==> src/rtl/train_sched_pkg.sv <==
// Shared types and default constants for the training-run scheduler.
package train_sched_pkg;

  typedef enum logic [2:0] {
    ST_IDLE,
    ST_LOAD,
    ST_RUN,
    ST_DRAIN,
    ST_DONE
  } train_sched_state_t;

  localparam int DEF_NUM_SAMPLES   = 108;
  localparam int DEF_NUM_EPOCHS    = 16;
  localparam int DEF_IDX_W         = 7;
  localparam int DEF_DRAIN_TIMEOUT = 1024;
  localparam int EPOCH_W           = 16;

  // Stream slots: the input-sample stream and the expected-sample stream.
  localparam int NUM_STREAMS = 2;
  localparam int STRM_IN     = 0;
  localparam int STRM_EXP    = 1;

endpackage

==> src/rtl/train_idx_counter.sv <==
// Per-stream sample index: counts handshakes, wraps at NUM_SAMPLES-1 and
// remembers the wrap until cleared at the next epoch start.
module train_idx_counter #(
  parameter int NUM_SAMPLES = 108,
  parameter int IDX_W       = 7
) (
  input  logic             clk,
  input  logic             reset,
  input  logic             clr,
  input  logic             vld,
  input  logic             inc,
  output logic [IDX_W-1:0] idx,
  output logic             fst,
  output logic             wrap,
  output logic             wrapped
);

  localparam logic [IDX_W-1:0] LAST_IDX = IDX_W'(NUM_SAMPLES - 1);

  logic [IDX_W-1:0] idx_reg;
  logic             wrapped_reg;
  logic             last;

  assign last = (idx_reg == LAST_IDX);
  assign wrap = inc & last;

  always_ff @(posedge clk or posedge reset) begin
    if (reset) begin
      idx_reg     <= '0;
      wrapped_reg <= 1'b0;
    end else if (clr) begin
      idx_reg     <= '0;
      wrapped_reg <= 1'b0;
    end else if (inc) begin
      idx_reg <= last ? '0 : idx_reg + 1'b1;
      if (last) begin
        wrapped_reg <= 1'b1;
      end
    end
  end

  assign idx     = idx_reg;
  assign wrapped = wrapped_reg;
  assign fst     = vld & (idx_reg == '0);

endmodule

==> src/rtl/train_sched.sv <==
// Training-run scheduler: sequences epochs of sample/expected address streams
// and tracks in-flight results. Optional drain watchdog: TRAIN_SCHED_TIMEOUT_EN.
module train_sched
  import train_sched_pkg::*;
#(
  parameter int NUM_SAMPLES   = DEF_NUM_SAMPLES,
  parameter int NUM_EPOCHS    = DEF_NUM_EPOCHS,
  parameter int IDX_W         = DEF_IDX_W,
  parameter int DRAIN_TIMEOUT = DEF_DRAIN_TIMEOUT
) (
  input  logic               clk,
  input  logic               reset,
  input  logic               start,
  input  logic               load_finish,
  input  logic               freeze,
  output logic               st_data_vld,
  input  logic               st_data_rdy,
  output logic               st_data_fst,
  output logic [IDX_W-1:0]   st_data_idx,
  output logic               expected_vld,
  input  logic               expected_rdy,
  output logic               expected_fst,
  output logic [IDX_W-1:0]   expected_idx,
  input  logic               st_data_out_vld,
  output logic               tap_update_enable,
  output logic               bias_update_enable,
  output logic [EPOCH_W-1:0] epoch,
  output logic               busy,
  output logic               done,
  output logic               err
);

  train_sched_state_t state_reg, state_next;

  logic [IDX_W:0]         outstanding_reg;
  logic [EPOCH_W-1:0]     epoch_reg;
  logic [EPOCH_W-1:0]     epoch_inc;
  logic                   err_reg;
  logic                   upd_en_reg;
  logic                   active;
  logic                   clr_cnt;
  logic                   drain_exit;
  logic                   timeout_hit;
  logic                   wd_hit;
  logic                   ret_ok;
  logic                   ret_bad;

  logic [NUM_STREAMS-1:0] strm_vld;
  logic [NUM_STREAMS-1:0] strm_rdy;
  logic [NUM_STREAMS-1:0] strm_inc;
  logic [NUM_STREAMS-1:0] strm_fst;
  logic [NUM_STREAMS-1:0] strm_wrap;
  logic [NUM_STREAMS-1:0] strm_wrapped;
  logic [IDX_W-1:0]       strm_idx [NUM_STREAMS];

  assign active   = (state_reg == ST_RUN) || (state_reg == ST_DRAIN);
  assign strm_rdy = {expected_rdy, st_data_rdy};

  // vld is a function of registered state only, never of rdy.
  genvar gi;
  generate
    for (gi = 0; gi < NUM_STREAMS; gi++) begin : g_strm
      assign strm_vld[gi] = active & ~strm_wrapped[gi];
      assign strm_inc[gi] = strm_vld[gi] & strm_rdy[gi];

      train_idx_counter #(
        .NUM_SAMPLES (NUM_SAMPLES),
        .IDX_W       (IDX_W)
      ) u_cnt (
        .clk     (clk),
        .reset   (reset),
        .clr     (clr_cnt),
        .vld     (strm_vld[gi]),
        .inc     (strm_inc[gi]),
        .idx     (strm_idx[gi]),
        .fst     (strm_fst[gi]),
        .wrap    (strm_wrap[gi]),
        .wrapped (strm_wrapped[gi])
      );
    end
  endgenerate

`ifdef TRAIN_SCHED_TIMEOUT_EN
  localparam int WD_W = $clog2(DRAIN_TIMEOUT + 1);
  logic [WD_W-1:0] wd_reg;

  always_ff @(posedge clk or posedge reset) begin
    if (reset) begin
      wd_reg <= '0;
    end else begin
      wd_reg <= (state_reg == ST_DRAIN) ? wd_reg + 1'b1 : '0;
    end
  end

  assign wd_hit = (state_reg == ST_DRAIN) && (wd_reg == WD_W'(DRAIN_TIMEOUT - 1));
`else
  assign wd_hit = 1'b0;
`endif

  assign epoch_inc = epoch_reg + 1'b1;

  always_comb begin
    state_next  = state_reg;
    drain_exit  = 1'b0;
    timeout_hit = 1'b0;
    case (state_reg)
      ST_IDLE:  if (start) state_next = ST_LOAD;
      ST_LOAD:  if (load_finish) state_next = ST_RUN;
      ST_RUN:   if (strm_wrap[STRM_IN]) state_next = ST_DRAIN;
      ST_DRAIN: begin
        // The last expected handshake itself completes the expected stream.
        if ((outstanding_reg == '0) &&
            (strm_wrapped[STRM_EXP] || strm_wrap[STRM_EXP])) begin
          drain_exit = 1'b1;
          state_next = (32'(epoch_inc) < NUM_EPOCHS) ? ST_RUN : ST_DONE;
        end else if (wd_hit) begin
          timeout_hit = 1'b1;
          state_next  = ST_DONE;
        end
      end
      ST_DONE:  state_next = ST_IDLE;
      default:  state_next = ST_IDLE;
    endcase
  end

  assign clr_cnt = ((state_reg == ST_IDLE) && start) ||
                   ((state_next == ST_RUN) && (state_reg != ST_RUN));

  assign ret_ok  = st_data_out_vld && (outstanding_reg != '0);
  assign ret_bad = st_data_out_vld && (outstanding_reg == '0);

  always_ff @(posedge clk or posedge reset) begin
    if (reset) begin
      state_reg       <= ST_IDLE;
      outstanding_reg <= '0;
      epoch_reg       <= '0;
      err_reg         <= 1'b0;
      upd_en_reg      <= 1'b0;
    end else begin
      state_reg  <= state_next;
      upd_en_reg <= active & ~freeze;

      case ({strm_inc[STRM_IN], ret_ok})
        2'b10:   outstanding_reg <= outstanding_reg + 1'b1;
        2'b01:   outstanding_reg <= outstanding_reg - 1'b1;
        default: outstanding_reg <= outstanding_reg;
      endcase

      if (ret_bad || timeout_hit) begin
        err_reg <= 1'b1;
      end

      if ((state_reg == ST_IDLE) && start) begin
        epoch_reg <= '0;
      end else if (drain_exit) begin
        epoch_reg <= epoch_inc;
      end
    end
  end

  assign st_data_vld        = strm_vld[STRM_IN];
  assign st_data_fst        = strm_fst[STRM_IN];
  assign st_data_idx        = strm_idx[STRM_IN];
  assign expected_vld       = strm_vld[STRM_EXP];
  assign expected_fst       = strm_fst[STRM_EXP];
  assign expected_idx       = strm_idx[STRM_EXP];
  assign tap_update_enable  = upd_en_reg;
  assign bias_update_enable = upd_en_reg;
  assign epoch              = epoch_reg;
  assign busy               = (state_reg != ST_IDLE);
  assign done               = (state_reg == ST_DONE);
  assign err                = err_reg;

endmodule

==> config.mk <==
export PLATFORM = sky130hd
export DESIGN_NAME = train_sched
export DESIGN_NICKNAME = d
export VERILOG_FILES = /design/src/rtl/train_sched_pkg.sv /design/src/rtl/train_idx_counter.sv /design/src/rtl/train_sched.sv
export SDC_FILE = /design/constraint.sdc
export NUM_CORES = 1
export LEC_CHECK = 0
export ABC_AREA = 1
export BUFFER_PORTS_ARGS = -buffer_cell sky130_fd_sc_hd__buf_4
export CORE_MARGIN = 2
export CORE_UTILIZATION = 45
export CTS_CLUSTER_DIAMETER = 40
export DETAILED_ROUTE_END_ITERATION = 10
export PLACE_DENSITY = 0.66
export SETUP_SLACK_MARGIN = 0.05
export SLEW_MARGIN = 15
export SYNTH_ARGS = -nofsm -noshare
export SYNTH_HDL_FRONTEND = slang
export SYNTH_HIERARCHICAL = 1
export SYNTH_SLANG_ARGS = --single-unit
==> constraint.sdc <==
create_clock -name clk -period 5.15 [get_ports clk]
set_input_delay 0.515 -clock clk [delete_from_list [all_inputs] [get_ports clk]]
set_output_delay 0.515 -clock clk [all_outputs]
set_load 0.02 [all_outputs]
### Word level (Yosys, flattened, before mapping)

Index checks and enable logic that the tools add are counted.

* bits in registers: 45
* output and inout port bits: 39
* word-level logic and storage cells: 82

* $add $sub $neg: 5
* order comparisons: 1
* eq/ne operators: 10
* mux-type cells: 23
* bitwise logic cells: 12
* reductions and logical operators: 22

Operators with widths (number)
* two-way mux 7 bit: 6
* two-way mux 16 bit: 2
* adder 16 x 1 -> 16 bit, second input constant: 1
* less-than comparator 16 x 5 -> 1 bit, second input constant: 1
* one-hot mux 8 bit (2 select lines): 1
* two-way mux 3 bit: 5
* adder 7 x 1 -> 7 bit, second input constant: 2
* equality test 7 bit, second input constant: 2
* zero test 7 bit: 2
* one-hot mux 3 bit (4 select lines): 1
* nonzero test 2 bit: 6
* AND 1 bit: 9
* equality test 3 x 2 -> 1 bit, second input constant: 3
* adder 8 x 1 -> 8 bit, second input constant: 1
* zero test 8 bit: 1
* two-way mux 1 bit: 8
* nonzero test 8 bit: 1
* subtractor 8 x 1 -> 8 bit, second input constant: 1
* logical AND 1 bit: 5
* AND reduction 2 bit: 2
* equality test 3 x 1 -> 1 bit, second input constant: 1
* equality test 3 bit, second input constant: 1
* zero test 3 bit: 1
* logical OR 1 bit: 3
* other kinds (5): 7

### Logic depth before layout (Yosys ltp)

Gate-level depths: netlist of run 1.

* depth in word-level cells: 14
* gate-level depth with buffers: 19
* mapped depth without buffers: 19

### Modules after synthesis

The synthesis of run 1 kept the hierarchy.

Modules (own cells, without submodules)
* train_sched: instances 1, cells an instance 275, area each 1954.4 µm², sequential area each 725.7 µm²
* train_idx_counter: instances 2, cells an instance 68, area each 493.0 µm², sequential area each 200.2 µm²

### Least setup slack after synthesis of run 1

OpenSTA, ideal clock, no wires.

* path type: reg-to-reg
* start point: register state_reg[1]
* end point: register g_strm[1].u_cnt.idx_reg[2]
* setup time: 0.119 ns
* arrival: 2.672 ns
* data required time: 5.031 ns
* setup slack: 2.358 ns
* cell stages (with the launch flop): 19
* path buffers: 0
* clock period less this slack: 2.792 ns
* cell sequence: dfrtp_1 -> inv_1 -> nor2_1 -> inv_2 -> nor3b_1 -> nand4_1 -> inv_1 -> o21ai_0 -> nand2_1 -> inv_1 -> a211oi_1 -> nand2_2 -> nand3_2 -> nand2_1 -> nor2_4 -> nor2_4 -> or2_1 -> nand2_1 -> nor2_1

* word-level cells in the longest chain between the ends: 13

RTL lines
* start, declared: line train_sched.sv:33 `train_sched_state_t state_reg, state_next;`
* start signal, assigned: line train_sched.sv:140 `state_reg <= state_next;`
* equality test 3 x 2 -> 1 bit: line train_sched.sv:56 `assign active = (state_reg == ST_RUN) || (state_reg == ST_DRAIN);`
* logical OR 1 bit *: line train_sched.sv:56
* AND 1 bit *: line train_sched.sv:63 `assign strm_vld[gi] = active & ~strm_wrapped[gi];`
* AND 1 bit *: line train_sched.sv:64 `assign strm_inc[gi] = strm_vld[gi] & strm_rdy[gi];`
* net strm_inc[1]: line train_sched.sv:50 `logic [NUM_STREAMS-1:0] strm_inc;`
* AND 1 bit *: line train_idx_counter.sv:25 `assign wrap = inc & last;`
* net strm_wrap[1]: line train_sched.sv:52 `logic [NUM_STREAMS-1:0] strm_wrap;`
* logical OR 1 bit *: line train_sched.sv:113 `(strm_wrapped[STRM_EXP] || strm_wrap[STRM_EXP])) begin`
* logical AND 1 bit *: line train_sched.sv:112 `if ((outstanding_reg == '0) &&`
* two-way mux 3 bit *: line train_sched.sv:112
* one-hot mux 3 bit (4 select lines) *: line train_sched.sv:106 `case (state_reg)`
* net state_next[1]: line train_sched.sv:33
* equality test 3 x 2 -> 1 bit *: line train_sched.sv:127 `((state_next == ST_RUN) && (state_reg != ST_RUN));`
* logical AND 1 bit *: line train_sched.sv:127
* logical OR 1 bit *: line train_sched.sv:126 `assign clr_cnt = ((state_reg == ST_IDLE) && start) ||`
* net clr_cnt: line train_sched.sv:41 `logic clr_cnt;`
* two-way mux 7 bit / nonzero test 2 bit (equally long branches)
* end signal, assigned: line train_idx_counter.sv:35 `idx_reg <= last ? '0 : idx_reg + 1'b1;`
* end, declared: line train_idx_counter.sv:20 `logic [IDX_W-1:0] idx_reg;`

Mark *: on every way through the listed nets, which the timed path passes. The rest lies on a longest branch.
A chain may end at the register's enable or synchronous reset.

### Final worst setup path of run 1

* start point: register state_reg[1]
* end point: register g_strm[0].u_cnt.idx_reg[2]

* word-level cells in the longest chain between the ends: 13

RTL lines (line)
* equality test 3 x 2 -> 1 bit: train_sched.sv:56
* logical OR 1 bit *: train_sched.sv:56
* AND 1 bit *: train_sched.sv:63
* AND 1 bit *: train_sched.sv:64
* net strm_inc[1]: train_sched.sv:50
* AND 1 bit *: train_idx_counter.sv:25
* net strm_wrap[1]: train_sched.sv:52
* logical OR 1 bit *: train_sched.sv:113
* logical AND 1 bit *: train_sched.sv:112
* two-way mux 3 bit *: train_sched.sv:112
* one-hot mux 3 bit (4 select lines) *: train_sched.sv:106
* net state_next[1]: train_sched.sv:33
* equality test 3 x 2 -> 1 bit *: train_sched.sv:127
* logical AND 1 bit *: train_sched.sv:127
* logical OR 1 bit *: train_sched.sv:126
* net clr_cnt: train_sched.sv:41
* two-way mux 7 bit / nonzero test 2 bit (equally long branches)
* end signal, assigned: train_idx_counter.sv:35
* end, declared: train_idx_counter.sv:20

Marks and branches as above.

==> run metrics, run 1 <==
DR WL/cell=12.0 um; clk sinks=45; Setup crit start kind=flop; final slew viol count=0; TritonCTS Buffers=5; Post-synth top flop=dfrtp_1; Setup Buffers After CTS=0; synth-to-layout area growth=17.9%; Tmin final=3.14 ns; Mapped Avg Cell Area=7.15 um^2; register area=1130 um^2; synth warn=6; CP Class=reg2reg; core area=6350 um^2; worst-path fanout max=6; Initial Utilization=0.463; Placed Cells=530; number of synthesized flops with an enable pin=0; slew margin rel.=0.515; setup TNS=0 ns; Post-DRT Antenna Nets=0; FMAX=318 MHz; fin util=0.546; post-DR vias/cell=4.99; FFs w/ async S/R, synth=1.00; Resized cells post-CTS=0; Yosys reg bits=45; GRT Total Usage=0.191; critical path arrival=3.33 ns; outcome=finished, final reports clean; Hold Path Class=in2async; PD cells=262 nW/um^2; residual DRC count=0; htree depth=2; row count=29; worst skew pair latency=0.30 ns; first-pass GRT wire length=11300 um; CTS tree=yes; antenna violations before repair=0; Layout fillers=615; CTS Hold Bufs=0; HPWL after DPL=4810 um; number of buffers added on ports=46; Overflow after GRT=0; Layout Nets=481; Cell Chain, Critical Path=inv_1 -> nor2_1 -> inv_2 -> nor3b_1 -> nand4_1 -> inv_1 -> o21ai_0 -> nand2_1 -> inv_1 -> a211oi_1 -> nand2_2 -> nand3_2 -> nand2_1 -> nor2_4 -> nor2_4 -> or2_1 -> nand2_1 -> nor2_1; CTS clk-pin slew, worst paths=0.08 ns; Ports=47; Yosys cell types=34; CP required=5.34 ns; Die Ht=84.8 um; max reg flops=16; Post-Route WL=6430 um; footprint of the multi-input gates=1500 um^2; clk root buf=clkbuf_8; worst clock skew=0.00959 ns; Tcrit/Tclk final=0.611; # setup viols final=0; Layout Cells excl Fill=537; Post-Syn Instances=411; DR pass1 iterations=5; Final Power=0.908 mW; die area=7200 um^2; via count=2679; routability cong.=0.860; largest stage delay on the critical path=0.61 ns; CTS Buffer Depth=2; Max Cap Viol=0; ant diodes=0; layout cells sized above 1=0.178; Leak=1.90 nW; Peak VDD IR=193 uV; Chip Width=84.8 um; initial drt markers=144; Syn Nets=432; final hold vios=0; Slowest-stage cell, CP=nor3b_1; synthesized cell area=2940 um^2; largest net degree at the start of global routing=30; worst-margin pin slew=0.725 ns; worst hold slack=0.179 ns; CP Capture Type=flop; Seq/Total Area, Yosys=0.383; vias in the first global route=2432; unrepaired setup endpoints after global routing=no
## Yosys cell counts, types with 3 or more instances
| master | number | area share |
|---|---|---|
| a21oi_1 | 11 | 0.019 |
| and3_1 | 3 | 0.0064 |
| buf_2 | 3 | 0.0051 |
| dfrtp_1 | 45 | 0.38 |
| ha_1 | 12 | 0.051 |
| inv_1 | 74 | 0.094 |
| nand2_1 | 99 | 0.13 |
| nand2_2 | 7 | 0.015 |
| nand3_1 | 32 | 0.054 |
| nand3_2 | 3 | 0.010 |
| nand4_1 | 14 | 0.030 |
| nor2_1 | 40 | 0.051 |
| nor2_2 | 8 | 0.017 |
| nor2_4 | 5 | 0.019 |
| nor3_1 | 3 | 0.0051 |
| o21ai_0 | 23 | 0.039 |
| o22ai_1 | 5 | 0.011 |
| xnor2_1 | 3 | 0.0089 |
## cells by family after synthesis
group | Yosys count | share of synthesized area
compound gates | 45 | 0.0838
simple gates | 222 | 0.354
fa+ha+maj | 13 | 0.0579
xor+xnor | 5 | 0.0149
flops | 45 | 0.383
buf+inv | 81 | 0.106
## per-layer routing
metal | global-route usage | wire, um
met4 | 0.0447 | 31
met2 | 0.296 | 2920
met3 | 0.0360 | 250
met5 | 0 | 0
met1 | 0.278 | 3230
## layout by cell type, fill, tap and decap left out
master	synthesis	final
a211oi_1	1	1
a21o_1	1	1
a21oi_1	11	11
a31oi_1	1	1
and3_1	3	3
buf_4	1	47
bufinv_16	0	1
clkbuf_8	0	5
clkinv_2	0	1
dfrtp_1	45	45
fa_1	1	1
ha_1	12	12
inv_1	74	74
inv_2	2	2
nand2_1	99	99
nand2_2	7	7
nand3_1	32	32
nand3_2	3	3
nand4_1	14	14
nor2_1	40	40
nor2_2	8	8
nor2_4	5	5
nor3_1	3	3
nor3_2	2	2
nor3b_1	1	1
nor4_1	2	2
o211ai_1	1	1
o21ai_0	23	23
o21bai_1	1	1
o22ai_1	5	5
o311ai_0	1	1
or2_1	2	2
or2_2	1	1
xnor2_1	3	3
xor2_1	2	2
## area by class of cell
class | instances | area share
clock buffers | 5 | 0.0198
clock inverters | 2 | 0.0101
inverters | 76 | 0.0823
multi-input cells | 285 | 0.433
flip-flops and latches | 45 | 0.325
well taps | 77 | 0.0278
repair buffers | 47 | 0.102
## path summary, 6_finish.rpt
kind | from | end | slack [ns] | depth (start not counted)
max reg2reg | state_reg[1] | g_strm[0].u_cnt/idx[2] | 2.01 | 18
min reg2reg | err | err | 0.47 | 1
min in group clk | freeze | bias_update_enable | 0.37 | 2
max in group asynchronous | reset | epoch[1] | 4.57 | 3
min | reset | g_strm[0].u_cnt/idx[0] | 0.18 | 2
max | state_reg[1] | g_strm[0].u_cnt/idx[2] | 2.01 | 18
## worst max-delay path: cells and delay by family, from the launching register on
kind / cells / cell delay [ns]
compound gates: 2 / 0.34
buf+inv: 4 / 0.28
flops: 1 / 0.37
simple gates: 12 / 2.02
## power breakdown
group	switching, mW	internal [mW]
Sequential	0.0266	0.390
Combinational	0.137	0.0932
Clock	0.120	0.141
Total	0.284	0.624
## per-stage QoR
| stage | instance area, um^2 | setup WS (ns) |
|---|---|---|
| floorplan | 2940 | 2.36 |
| global placement | 3360 | 2.16 |
| detailed placement | 3360 | 2.04 |
| CTS | 3470 | 2.02 |
| global route | 3470 | 1.71 |
| finish | 3470 | 2.01 |
(Power assumes the default switching activity.)
==> run 2, diff against run 1 <==
clock period = 3.3 ns   (was 5.15 ns; I/O delays follow)
==> run metrics, run 2 (synthesis gave the netlist of run 1 again) <==
final hold vios=0 (unchanged); initial drt markers=147 (was 144); Initial Utilization=0.463 (unchanged); HPWL after DPL=5070 um (was 4810 um); unrepaired setup endpoints after global routing=no (unchanged); worst clock skew=0.0126 ns (was 0.00959 ns); Setup Buffers After CTS=0 (unchanged); GR peak layer=met2 (unchanged); GR Util met2=0.324 (was 0.296); Overflow after GRT=0 (unchanged); Resized cells post-CTS=0 (unchanged); routability cong.=0.829 (was 0.860); Chip Width=84.8 um (unchanged); Leak=1.92 nW (was 1.90 nW); Tmin final=2.84 ns (was 3.14 ns); residual DRC count=0 (unchanged); commonest non-fill, non-tap cell in the layout=nand2_1 (unchanged); Reg2Reg Depth=19 (was 18); layout cells sized above 1=0.181 (was 0.178); GRT Total Usage=0.199 (was 0.191); vias in the first global route=2496 (was 2432); CTS clk-pin slew, worst paths=0.09 ns (was 0.08 ns); core area=6350 um^2 (unchanged); Layout Nets=484 (was 481); PD cells=417 nW/um^2 (was 262 nW/um^2); CP required=3.49 ns (was 5.34 ns); worst hold endpoint=bias_update_enable; largest net degree at the start of global routing=30 (unchanged); die area=7200 um^2 (unchanged); Layout Cells excl Fill=541 (was 537); Die Ht=84.8 um (unchanged); max reg flops=16 (unchanged); final slew viol count=0 (unchanged); met3 GRT Util=0.0350 (was 0.0360); critical path arrival=3.03 ns (was 3.33 ns); R2R Setup Slk=0.46 ns (was 2.01 ns); worst-path fanout max=6 (unchanged); htree depth=2 (unchanged); Hold Path Class=in2reg (was in2async); Max Cap Viol=0 (unchanged); CTS tree=yes (unchanged); CTS Hold Bufs=1 (was 0); CP Class=reg2reg (unchanged); fin util=0.552 (was 0.546); most frequent cells in the layout=99 x nand2_1, 74 x inv_1, 49 x buf_4 (was 99 x nand2_1, 74 x inv_1, 47 x buf_4); Post-Route WL=6730 um (was 6430 um); worst hold slack=0.177 ns (was 0.179 ns); hold path depth=2; DR pass1 iterations=4 (was 5); Ports=47 (unchanged); synth-to-layout area growth=19.2% (was 17.9%); TritonCTS Buffers=5 (unchanged); clk sinks=45 (unchanged); Setup WS post-layout=0.459 ns (was 2.01 ns); CP Capture Type=flop (unchanged); worst skew pair latency=0.30 ns (about the same); # setup viols final=0 (unchanged); Area after DPL=3380 um^2 (was 3360 um^2); Hold Crit Start=freeze; Peak VDD IR=293 uV (was 193 uV); worst-margin pin slew=0.518 ns (was 0.725 ns); slew margin rel.=0.650 (was 0.515); clk root buf=clkbuf_8 (unchanged); row count=29 (unchanged); antenna violations before repair=0 (unchanged); post-DR vias/cell=4.97 (was 4.99); Tcrit/Tclk final=0.861 (was 0.611); via count=2691 (was 2679); ant diodes=0 (unchanged); outcome=finished, final reports clean (unchanged); setup TNS=0 ns (unchanged); Final Power=1.46 mW (was 0.908 mW); Post-DRT Antenna Nets=0 (unchanged); RR Startpoint=state_reg[1] (unchanged); first-pass GRT wire length=11600 um (was 11300 um); GRT met1 Usage=0.278 (about the same); R2R Path End=g_strm[1].u_cnt/idx[2] (was g_strm[0].u_cnt/idx[2]); Setup crit start kind=flop (unchanged); FMAX=352 MHz (was 318 MHz); post-place setup slack=0.509 ns (was 2.04 ns); Placed Cells=532 (was 530); DR WL/cell=12.4 um (was 12.0 um); CTS Buffer Depth=2 (unchanged); Design Area, Final=3500 um^2 (was 3470 um^2); number of buffers added on ports=46 (unchanged)
## run 2: cell count changes in the layout (fill, tap and decap cells not counted), sizes merged
cell	change
clkbuf	+2
buf	+2
clkinv	-1
dlygate4sd3	+1
## run 2: routing by layer
metal / wire length (um) / up-vias / share of wire
met3: 275 / 4 / 0.041
met4: 58 / 0 / 0.0086
met1: 3280 / 1231 / 0.49
met2: 3120 / 52 / 0.46
met5: 0 / - / 0
li1: - / 1404 / -
## run 2: cell type report
cell class              instances  area, um^2
fillers                       613        2850
multi-input cells             285        1500
flip-flops and latches         45        1130
repair buffers                 50         378
inverters                      76         285
well taps                      77        96.3
clock buffers                   7        86.3
clock inverters                 1        30.0
## run 2: report_power, final
part           internal, mW  total [mW]  leakage, nW  switching [mW]
logic                 0.148       0.369         1.38           0.222
registers             0.608       0.652        0.479          0.0436
clock network         0.247       0.441       0.0585           0.193
total                  1.00        1.46         1.92           0.459
## run 2: worst max path at each step
| stage | start | endpoint | slack (ns) | cells after the start |
|---|---|---|---|---|
| finish | state_reg[1] | g_strm[1].u_cnt/idx[2] | 0.46 | 19 |
| global route | state_reg[1] | g_strm[0].u_cnt/idx[2] | 0.05 | 19 |
| CTS | state_reg[1] | g_strm[1].u_cnt/idx[2] | 0.48 | 19 |
| detailed placement | state_reg[1] | g_strm[0].u_cnt/idx[2] | 0.51 | 19 |
| global placement | state_reg[1] | g_strm[0].u_cnt/idx[2] | 0.54 | 19 |
| floorplan | state_reg[1] | g_strm[1].u_cnt/idx[2] | 0.51 | 18 |
## run 2: critical path, cell delays in order (launching register included)
cell and delay (ns):
dfrtp_1 0.38, inv_1 0.07, nor2_1 0.11, inv_2 0.08, nor3b_1 0.20, buf_4 0.18
nand4_1 0.18, inv_1 0.08, o21ai_0 0.13, nand2_1 0.11, inv_1 0.04, a211oi_1 0.21
nand2_2 0.10, nand3_2 0.06, nand2_1 0.19, nor2_4 0.25, nor2_4 0.06, or2_1 0.20
nand2_1 0.06, nor2_1 0.04
==> run 3, diff against run 2 <==
SLEW_MARGIN = 20   (was 15)
clock period = 3.15 ns   (was 3.3 ns; I/O delays follow)
==> run metrics, run 3 (synthesis gave the netlist of run 1 again) <==
Slowest-stage cell, CP=dfrtp_1 (unchanged); via count=2733 (was 2691); htree depth=2 (unchanged); Final Power=1.41 mW (was 1.46 mW); CP Class=reg2reg (unchanged); Layout fillers=616 (was 613); R2R Path End=g_strm[1].u_cnt/idx[2] (unchanged); Reg2Reg Depth=18 (was 19); initial drt markers=117 (was 147); residual DRC count=0 (unchanged); ant diodes=0 (unchanged); Worst Setup EP=g_strm[1].u_cnt/idx[2] (unchanged); core area=6350 um^2 (unchanged); row count=29 (unchanged); DR WL/cell=12.5 um (was 12.4 um); worst clock skew=0.0113 ns (was 0.0126 ns); number of buffers added on ports=46 (unchanged); Resized cells post-CTS=0 (unchanged); final hold vios=0 (unchanged); Max Cap Viol=0 (unchanged); Post-DRT Antenna Nets=0 (unchanged); CTS clk-pin slew, worst paths=0.09 ns (about the same); commonest non-fill, non-tap cell in the layout=nand2_1 (unchanged); Overflow after GRT=0 (unchanged); setup TNS=0 ns (unchanged); TritonCTS Buffers=5 (unchanged); Worst Setup SP=state_reg[1] (unchanged); CTS Buffer Depth=2 (unchanged); Crit path max-delay family=simple AND/OR/NAND/NOR gates (unchanged); DR pass1 iterations=5 (was 4); Post-Route WL=6720 um (was 6730 um); worst path bufs/invs=4 (was 5); antenna violations before repair=0 (unchanged); Cell Chain, Critical Path=inv_1 -> nor2_1 -> inv_2 -> nor3b_1 -> nand4_1 -> inv_1 -> o21ai_0 -> nand2_1 -> inv_1 -> a211oi_1 -> nand2_2 -> nand3_2 -> nand2_1 -> nor2_4 -> nor2_4 -> or2_1 -> nand2_1 -> nor2_1 (was inv_1 -> nor2_1 -> inv_2 -> nor3b_1 -> buf_4 -> nand4_1 -> inv_1 -> o21ai_0 -> nand2_1 -> inv_1 -> a211oi_1 -> nand2_2 -> nand3_2 -> nand2_1 -> nor2_4 -> nor2_4 -> or2_1 -> nand2_1 -> nor2_1); routability cong.=0.858 (was 0.829); most frequent cells in the layout=99 x nand2_1, 74 x inv_1, 49 x buf_4 (unchanged); Die Ht=84.8 um (unchanged); first-pass GRT wire length=11600 um (about the same); RR Startpoint=state_reg[1] (unchanged); critical path arrival=2.97 ns (was 3.03 ns); largest stage delay on the critical path=0.37 ns (was 0.38 ns); Setup crit start kind=flop (unchanged); largest net degree at the start of global routing=30 (unchanged); FMAX=361 MHz (was 352 MHz); CP required=3.35 ns (was 3.49 ns); worst-margin pin slew=0.532 ns (was 0.518 ns); unrepaired setup endpoints after global routing=no (unchanged); layout cells sized above 1=0.180 (was 0.181); # setup viols final=0 (unchanged); Leak=1.90 nW (was 1.92 nW); synth-to-layout area growth=17.7% (was 19.2%); worst-path fanout max=6 (unchanged); post-DR vias/cell=5.07 (was 4.97); HPWL after DPL=5000 um (was 5070 um); Layout Nets=484 (unchanged); outcome=finished, final reports clean (unchanged); Ports=47 (unchanged); PD cells=407 nW/um^2 (was 417 nW/um^2); final slew viol count=0 (unchanged); max reg flops=16 (unchanged); Tcrit/Tclk final=0.879 (was 0.861); R2R Setup Slk=0.38 ns (was 0.46 ns); Chip Width=84.8 um (unchanged); Peak VDD IR=275 uV (was 293 uV); Setup Buffers After CTS=0 (unchanged); CTS tree=yes (unchanged); Hold Path Class=in2reg (unchanged); Tmin final=2.77 ns (was 2.84 ns); GRT Total Usage=0.198 (was 0.199); clk root buf=clkbuf_8 (unchanged); clk sinks=45 (unchanged); slew margin rel.=0.641 (was 0.650); vias in the first global route=2507 (was 2496); worst skew pair latency=0.31 ns (was 0.30 ns); die area=7200 um^2 (unchanged); CP Capture Type=flop (unchanged); Initial Utilization=0.463 (unchanged); CP Depth=18 (was 19)
-- run 3: cell types whose count changed in the layout (fill, tap and decap cells not counted), sizes merged --
cell	before	now
bufinv	1	0
clkbuf	7	5
clkinv	0	1
-- run 3: routing by layer --
metal	routed length [um]	track usage	share of wire	vias to the layer above
li1	-	-	-	1414
met1	3220	0.267	0.48	1253
met2	3200	0.333	0.48	60
met3	240	0.0360	0.036	6
met4	69	0.0519	0.010	0
met5	0	0	0	-
-- run 3: layout make-up --
| cell class | count | area [um^2] | share of cell area |
|---|---|---|---|
| well taps | 77 | 96.3 | 0.0278 |
| multi-input cells | 285 | 1500 | 0.434 |
| flip-flops and latches | 45 | 1130 | 0.325 |
| clock buffers | 5 | 68.8 | 0.0199 |
| repair buffers | 50 | 378 | 0.109 |
| inverters | 76 | 285 | 0.0824 |
| clock inverters | 1 | 5.00 | 0.00145 |
-- run 3: repair_timing --
item | CTS | global route
hold endpoints to repair | 16 | 0
setup endpoints to repair | 0 | 1
hold buffers | 1 | 0
-- run 3: power by group --
part	leakage, nW	switching [mW]	internal (mW)
combinational	1.38	0.228	0.154
sequential	0.479	0.0466	0.637
clock	0.0399	0.197	0.146
-- run 3: worst min-delay path by stage --
stage | slack [ns] | cells past startpoint | to | start
finish | 0.16 | 2 | bias_update_enable | freeze
global route | 0.15 | 2 | bias_update_enable | freeze
CTS | 0.16 | 2 | bias_update_enable | freeze
detailed placement | 0.31 | 2 | g_strm[0].u_cnt/idx[1] | reset
global placement | 0.31 | 2 | g_strm[0].u_cnt/idx[0] | reset
floorplan | 0.13 | 1 | g_strm[0].u_cnt/idx[0] | reset
-- run 3: metrics by stage --
step	worst slack, ns	hold WS, ns	area, um^2	util	instances
detailed placement	0.369	0.312	3380	0.532	532
floorplan	0.358	0.131	2940	-	411
finish	0.382	0.164	3460	0.545	539
global route	0.0538	0.152	3460	0.545	539
CTS	0.353	0.160	3460	0.545	539
global placement	0.425	0.308	3380	0.532	532
